==> config.mk <==
export PLATFORM = sky130hd
export DESIGN_NAME = if_id_register
export DESIGN_NICKNAME = d
export VERILOG_FILES = /design/src/rtl/datapath_pkg.sv /design/src/rtl/sat_counter.sv /design/src/rtl/if_id_register.sv
export SDC_FILE = /design/constraint.sdc
export NUM_CORES = 1
export LEC_CHECK = 0
export ABC_CLOCK_PERIOD_IN_PS = 6250
export BUFFER_PORTS_ARGS = -buffer_cell sky130_fd_sc_hd__clkbuf_2
export CAP_MARGIN = 15
export CORE_ASPECT_RATIO = 0.75
export CORE_UTILIZATION = 55
export DETAILED_ROUTE_END_ITERATION = 8
export GPL_ROUTABILITY_DRIVEN = 0
export HOLD_SLACK_MARGIN = 0.06
export MAX_ROUTING_LAYER = met4
export PLACE_DENSITY_LB_ADDON = 0.3
export RECOVER_POWER = 50
export SYNTH_ARGS = -nofsm -noshare
export SYNTH_HDL_FRONTEND = slang
export SYNTH_SLANG_ARGS = --single-unit
export TNS_END_PERCENT = 10
==> constraint.sdc <==
create_clock -name Clk -period 6.25 [get_ports Clk]
set_input_delay 0.625 -clock Clk [delete_from_list [all_inputs] [get_ports Clk]]
set_output_delay 0.625 -clock Clk [all_outputs]
set_load 0.02 [all_outputs]
==> src/rtl/datapath_pkg.sv <==
// Shared datapath constants and the fetch bundle carried between pipeline registers.
package datapath_pkg;

  localparam int          WORD_W   = 32;
  localparam logic [31:0] NOP_WORD = 32'h0000_0000;
  localparam logic [31:0] PC_INCR  = 32'd4;

  typedef struct packed {
    logic [WORD_W-1:0] instr;
    logic [WORD_W-1:0] pc;
    logic [WORD_W-1:0] pc_plus4;
    logic              valid;
  } fetch_bundle_t;

  typedef enum logic {
    ENTRY_BUBBLE = 1'b0,
    ENTRY_VALID  = 1'b1
  } entry_state_t;

  // Sequential PC; wraps modulo 2^32 with no carry out.
  function automatic logic [WORD_W-1:0] pc_next(input logic [WORD_W-1:0] pc);
    return pc + PC_INCR;
  endfunction

endpackage

==> src/rtl/sat_counter.sv <==
// Saturating up-counter with increment enable; sticks at all-ones.
module sat_counter #(
  parameter int W = 16
) (
  input  logic         Clk,
  input  logic         Reset,
  input  logic         inc,
  output logic [W-1:0] count
);

  logic at_max;

  assign at_max = &count;

  always_ff @(posedge Clk or posedge Reset) begin
    if (Reset) begin
      count <= '0;
    end else if (inc && !at_max) begin
      count <= count + W'(1);
    end
  end

endmodule

==> src/rtl/if_id_register.sv <==
// IF/ID pipeline register with stall/flush handling, event counters and stall watchdog.
//   state        | meaning
//   ENTRY_BUBBLE | register holds a bubble (NOP), ValidOut = 0
//   ENTRY_VALID  | register holds a real fetched instruction, ValidOut = 1
module if_id_register
  import datapath_pkg::fetch_bundle_t;
  import datapath_pkg::entry_state_t;
  import datapath_pkg::ENTRY_BUBBLE;
  import datapath_pkg::ENTRY_VALID;
  import datapath_pkg::pc_next;
#(
  parameter logic [31:0] NOP_WORD  = datapath_pkg::NOP_WORD,
  parameter int          CNT_W     = 16,
  parameter int          MAX_STALL = 8
) (
  input  logic             Clk,
  input  logic             Reset,
  input  logic [31:0]      PCIn,
  input  logic [31:0]      InstrIn,
  input  logic             Stall,
  input  logic             Flush,
  output logic [31:0]      InstrOut,
  output logic [31:0]      PCOut,
  output logic [31:0]      PCPlus4Out,
  output logic             ValidOut,
  output logic [CNT_W-1:0] StallCount,
  output logic [CNT_W-1:0] FlushCount,
  output logic             StallTimeout
);

  localparam int RUN_W   = $clog2(MAX_STALL + 2);
  localparam int RUN_SAT = MAX_STALL + 1;

  entry_state_t  state_q, state_d;
  fetch_bundle_t ent_q, ent_d;

  always_ff @(posedge Clk or posedge Reset) begin
    if (Reset) begin
      state_q <= ENTRY_BUBBLE;
    end else begin
      state_q <= state_d;
    end
  end

  // Flush outranks Stall so a taken branch squashes even a stalled fetch.
  always_comb begin
    state_d = state_q;
    ent_d   = ent_q;
    if (Flush) begin
      state_d        = ENTRY_BUBBLE;
      ent_d.instr    = NOP_WORD;
      ent_d.pc       = PCIn;
      ent_d.pc_plus4 = pc_next(PCIn);
    end else if (!Stall) begin
      state_d        = ENTRY_VALID;
      ent_d.instr    = InstrIn;
      ent_d.pc       = PCIn;
      ent_d.pc_plus4 = pc_next(PCIn);
    end
    ent_d.valid = (state_d == ENTRY_VALID);
  end

  always_ff @(posedge Clk or posedge Reset) begin
    if (Reset) begin
      ent_q.instr    <= NOP_WORD;
      ent_q.pc       <= '0;
      ent_q.pc_plus4 <= '0;
      ent_q.valid    <= 1'b0;
    end else begin
      ent_q <= ent_d;
    end
  end

  assign InstrOut   = ent_q.instr;
  assign PCOut      = ent_q.pc;
  assign PCPlus4Out = ent_q.pc_plus4;
  assign ValidOut   = ent_q.valid;

  sat_counter #(.W(CNT_W)) u_stall_cnt (
    .Clk   (Clk),
    .Reset (Reset),
    .inc   (Stall),
    .count (StallCount)
  );

  sat_counter #(.W(CNT_W)) u_flush_cnt (
    .Clk   (Clk),
    .Reset (Reset),
    .inc   (Flush),
    .count (FlushCount)
  );

  // Run counter needs a synchronous clear on Stall=0, so it is not a sat_counter.
  logic [RUN_W-1:0] run_q;
  logic             run_hit;

  assign run_hit = Stall && (run_q == RUN_W'(MAX_STALL));

  always_ff @(posedge Clk or posedge Reset) begin
    if (Reset) begin
      run_q        <= '0;
      StallTimeout <= 1'b0;
    end else begin
      if (!Stall) begin
        run_q <= '0;
      end else if (run_q != RUN_W'(RUN_SAT)) begin
        run_q <= run_q + RUN_W'(1);
      end
      if (run_hit) begin
        StallTimeout <= 1'b1;
      end
    end
  end

endmodule
== Word level (Yosys, flattened, before mapping) ==
Cells that the tools add are included.
W data, S select, Z words.

* $lt $le $gt $ge: 0
* Bitwise gates (word level): 0
* Multiplexer cells: 6
* $add $sub $neg: 4
* Shift-type cells: 0
* Div/mod/pow operators: 0
* $mul: 0
* Reduce and logical (&&, ||, !) cells: 7
* Equality and inequality tests: 4

{| class="wikitable"
|+ Operators by type and width
! operator !! number
|-
| $mux W96 || 2
|-
| $add A16 B1 Y16 const B || 2
|-
| $add A32 B3 Y32 const B || 1
|-
| $reduce_and A16 Y1 || 2
|-
| $mux W4 || 2
|-
| $add A4 B1 Y4 const B || 1
|-
| $eq A4 B4 Y1 const B || 1
|-
| $ne A2 B1 Y1 const B || 2
|-
| $ne A4 B4 Y1 const B || 1
|-
| $logic_and A1 B1 Y1 || 3
|-
| $logic_not A1 Y1 || 2
|-
| $mux W1 || 2
|}

* Memory bits (writable): 0
* Bits in latches: 0
* Input port bits: 68
* Flip-flop bits (word level): 134
* Memories kept: 0
* ROM bits: 0
* Output and inout port bits: 130
* Logic and storage cells: 29

== Logic depth before layout (Yosys ltp) ==
* Word-level depth: 3
* Gate-level depth with buffers: 7
* Depth with buffers taken out: 6

== By module ==
From an unflattened synthesis, not the netlist that was laid out.

* Cell total of the unflattened synthesis: 607
* Area, all modules: 6038.3 sq um

{| class="wikitable"
|+ By module, submodules not included
! module !! instances !! area each (sq um) !! sequential area each (sq um) !! cells each
|-
| if_id_register || 1 || 4441.8 || 2502.4 || 461
|-
| sat_counter || 2 || 798.3 || 400.4 || 73
|}

== Least setup slack after synthesis ==
OpenSTA, ideal clock, no wires.

* Path kind: input to register
* Start point: input PCIn[12]
* End point: register ent_q (netlist bit PCPlus4Out[30])
* Buffers on the path: 2
* Stages on the path: 6
* Setup time: 125 ps
* Data required time: 6125 ps
* Slack: 3924 ps
* Arrival time: 2201 ps
* Cell sequence: clkbuf_1 nand4_1 or3b_2 clkbuf_1 nor4_1 mux2_2

* Cells in the longest elaborated chain, start to end: 3

{| class="wikitable"
|+ Ends and longest elaborated chain
! item !! line !! source
|-
| from (decl) || if_id_register.sv:18 || <nowiki>input logic [31:0] PCIn,</nowiki>
|-
| $add A32 B3 Y32 (*) || datapath_pkg.sv:22 || <nowiki>return pc + PC_INCR;</nowiki>
|-
| $mux W96 || if_id_register.sv:54 || <nowiki>end else if (!Stall) begin</nowiki>
|-
| $mux W96 (*) || if_id_register.sv:49 || <nowiki>if (Flush) begin</nowiki>
|-
| to (signal assigned) || if_id_register.sv:70 || <nowiki>ent_q <= ent_d;</nowiki>
|-
| to (decl) || if_id_register.sv:35 || <nowiki>fetch_bundle_t ent_q, ent_d;</nowiki>
|}

Every way passes the cells marked *; elsewhere a longest branch is shown, timed or not. The select of a mux whose other input is x is not followed.
A chain may end at the register's enable or synchronous reset.

== Worst setup path in the final report ==
* Start point: input Flush
* End point: register ent_q (netlist bit PCPlus4Out[30])

* Cells in the longest elaborated chain, start to end: 1
* Elaborated cells between the ends (all ways): 2
* Those cells by class: eq/ne: 1; mux: 1

{| class="wikitable"
|+ Ends and longest elaborated chain
! item !! line !! source
|-
| from (decl) || if_id_register.sv:21 || <nowiki>input logic Flush,</nowiki>
|-
| $ne A2 B1 Y1 (no line) or $mux W96 (tied branches) || n/a ||
|}

Parallel ways exist; a longest one is shown, timed or not.

==> metrics.md <==
| Metric | Value |
|---|---|
| Reg clk slew, reported paths | about 0.060 ns |
| Tcrit/Tclk final | a little under three fifths |
| Clock Latency Late Sink | about 0.41 ns |
| Largest family of logic cells by synthesized area | simple AND/OR/NAND/NOR gates |
| Adder-cell share of the synthesized area | 1.251% |
| Cell taking the most area after synthesis | dfrtp_1 |
| Ys Warns | 0 |
| Synth Area in Compound Gates | ~5.8% |
| Slew Limit Fails | 111 |
| Ys flop type | dfrtp_1 |
| Number of synthesized flops with an enable pin | 0 |
| DRC viols | 0 |
| Clk_skew | 0.008910 ns |
| Largest net degree at the start of global routing | 70 |
| Power density over the cells | between 300 and 400 nW/um^2 |
| Post-synthesis xor/xnor area fraction | 6.129% |
| Placed insts | between 900 and 1,000 |
| CTS sink cnt | 132 |
| Count of cell types in the netlist | 43 |
| Synth Instances | approximately 600 |
| Hold-fix buffers at CTS | 0 |
| Slew @ Worst Pin | around 2.8 ns |
| DRT Pass-1 Iters | 4 |
| Worst min path class | in2reg |
| Max-cap viol count | 2 |
| Detailed Place HPWL | 10.52 mm |
| Die Wd | between 100 and 150 um |
| Vert. Die Dim | 92.47 um |
| Number of global-route vias before repair | ~4,900 |
| Cells along the critical path | clkbuf_1 > nor2b_4 > buf_4 > or3b_2 > nor4_1 > mux2_2 |
| Post-synthesis sequential area ratio | between 50% and 60% |
| Final core occ | just over 70% |
| Initial antenna violation count | 0 |
| Simple-gate share of the synthesized area | between 20 and 25% |
| Critical path class | in2reg |
| Core Area | 10,450 sq um |
| Outcome | finished with violations |
| GR Overflow Total | 0 |
| CTS H-tree lvls | 4 |
| Global-route wire length before repair | between 20 and 25 mm |
| Post-route ant nets | 0 |
| Mapped cell area | about 6000 sq um |
| Top-area cell type share of the netlist area | approximately 55% |
| Type of origin of the critical path | primary input |
| Critical Path Max Stage Delay | between 1 and 1.5 ns |
| Post-CTS Setup Inserts | 0 |
| Die area | around 11,000 sq um |
| Fin crit period | 3.477 ns |
| CP max FO | a little under 70 |
| Area Growth Syn to Fin | 25.39% |
| Power Total | approximately 2.5 mW |
| Avg Cell Area, Syn | between 9 and 10 sq um |
| Fin worst setup slack | 2.773 ns |
| I/O pin cnt | roughly 200 |
| Routed len/inst | ~16 um |
| Post-synthesis mux area share | around 6.4% |
| Gr usage total | between 20% and 30% |
| CP endpoint kind | flip-flop |
| Synth area leaders | dfrtp_1 (55%), nand2_1 (8.5%), mux2i_1 (5.8%) |
| Worst Path Arrival | between 3 and 4 ns |
| NumNets Final | around 860 |
| CTS tree | built |
| Unrepaired setup endpoints after global routing | false |
| Layout cells sized above 1 | ~18% |
| PortBufs | between 150 and 200 |
| Final hold vios | 0 |
| Post-Syn Nets | 675 |
| DR iter-0 viols | between 200 and 300 |
| Routed wire length | approximately 15 mm |
| Antenna Cells | 0 |
| Clock root buffer master | clkbuf_16 |
| CTS Buffer Depth | 2 |
| CP required | 6.55 ns |
| Ys async rst share | 100.0% |
| Final cell count without fillers | about 940 |
| Seq cells post-synth | between 100 and 150 |
| Setup TNS | 0 ns |
| Setup violators final | 0 |
| Initial Util | 57.44% |
| Static leakage | around 3.6 nW |
| Slowest-stage cell, CP | clkbuf_1 |
| Setup slack at placement | between 3 and 4 ns |
| Post-CTS sizing | 0 |
| Failing checks | capacitance limit, slew limit |
| Via Count | around 5,200 |
| Vias/cell | roughly 5.6 |
| FMAX | about 290 MHz |
| Slew headroom | -90.64% |
| CTS Buf Count | 17 |
| Row cnt | 32 |
| VDD IR max | roughly 0.2 mV |
==> logic make-up (layout without fill, tap and decap cells) <==
kind of cell	count (synthesis)	count (layout)
xor gates and xnor gates	42	42
AOI/OAI and AO/OA	54	54
DFF	132	132
buffers and inverters	38	237
muxes	38	38
adders and majority gates	6	6
and+or+nand+nor	291	291
==> routing by layer <==
metal	share of wire, %	wire length, um	GRT usage (%)	vias to the layer above
met4	1.4	212	11.79	0
met2	48	7343	45.37	205
met1	44	6696	37.39	2523
li1	-	-	-	2448
met3	6.7	1022	5.788	21
met5	0	0	-	-
==> area by class of cell <==
class / instances / area (sq um)
inverter: 5 / 20.02
tap: 136 / 170.2
clock inverter: 8 / 98.84
fill: 825 / 2924
sequential: 132 / 3303
timing repair buffer: 200 / 889.6
clock buffer: 24 / 491.7
multi-input combinational: 431 / 2552
==> sequential cells by signal, indices dropped and copies added, names as in the netlist <==
signal and flops:
InstrOut 32, PCOut 32, PCPlus4Out 30, StallTimeout 1
ValidOut 1, run_q 4, u_flush_cnt.count 16, u_stall_cnt.count 16
==> cell usage after synthesis, types with 5 or more instances <==
library cell  number
ha_1               6
buf_1              7
a31oi_1           10
and4_1             7
or4_1              7
o21ai_0           17
xnor2_1           26
o31ai_1            5
xor2_1            16
nor3_1            10
and2_1             7
o211ai_1           5
clkbuf_1          21
nand2_1          136
dfrtp_1          132
nand3_1           18
and3_1            11
nand4_1           24
inv_1              5
or3_1              6
nor4_1             5
mux2i_1           35
nor2_1            48
==> power by group <==
group / switching (mW) / internal [mW]
registers: 0.0924 / 0.948
clock network: 0.357 / 0.628
logic: 0.299 / 0.152
==> critical path, delay by kind of cell <==
family	cells	cell delay (ns)
buffers and inverters	2	1.74
multiplexers	1	0.37
AND/OR/NAND/NOR	3	0.99
==> metrics by stage <==
step,instance area [sq um],hold WS (ns)
final,7526,0.4154
after CTS,7646,0.3872
after floorplan,6002,0.5578
after global placement,7056,0.4548
after global routing,7526,0.4371
after detailed placement,7056,0.4635
==> cells in the final DEF, fill, tap and decap left out, types with 10 or more instances in the layout <==
| master | count |
|---|---|
| xor2_1 | 16 |
| clkbuf_16 | 17 |
| clkbuf_2 | 102 |
| clkbuf_1 | 98 |
| nand2_1 | 136 |
| mux2i_1 | 35 |
| a31oi_1 | 10 |
| dfrtp_1 | 132 |
| nor3_1 | 10 |
| and3_1 | 11 |
| xnor2_1 | 26 |
| nand4_1 | 24 |
| nor2_1 | 48 |
| o21ai_0 | 17 |
| nand3_1 | 18 |
==> path summary, 6_finish.rpt <==
path	startpoint	endpoint	slack [ns]	cells after the start
max in group asynchronous	Reset	u_flush_cnt.count[3]	3.43	3
min	PCIn[1]	PCOut[1]	0.42	3
max	Flush	PCPlus4Out[30]	2.77	6
min reg2reg	PCPlus4Out[10]	PCPlus4Out[10]	0.48	2
max reg2reg	u_stall_cnt.count[0]	u_stall_cnt.count[1]	4.20	5
min in group asynchronous	Reset	PCOut[19]	1.00	2
(Power assumes the default switching activity.)
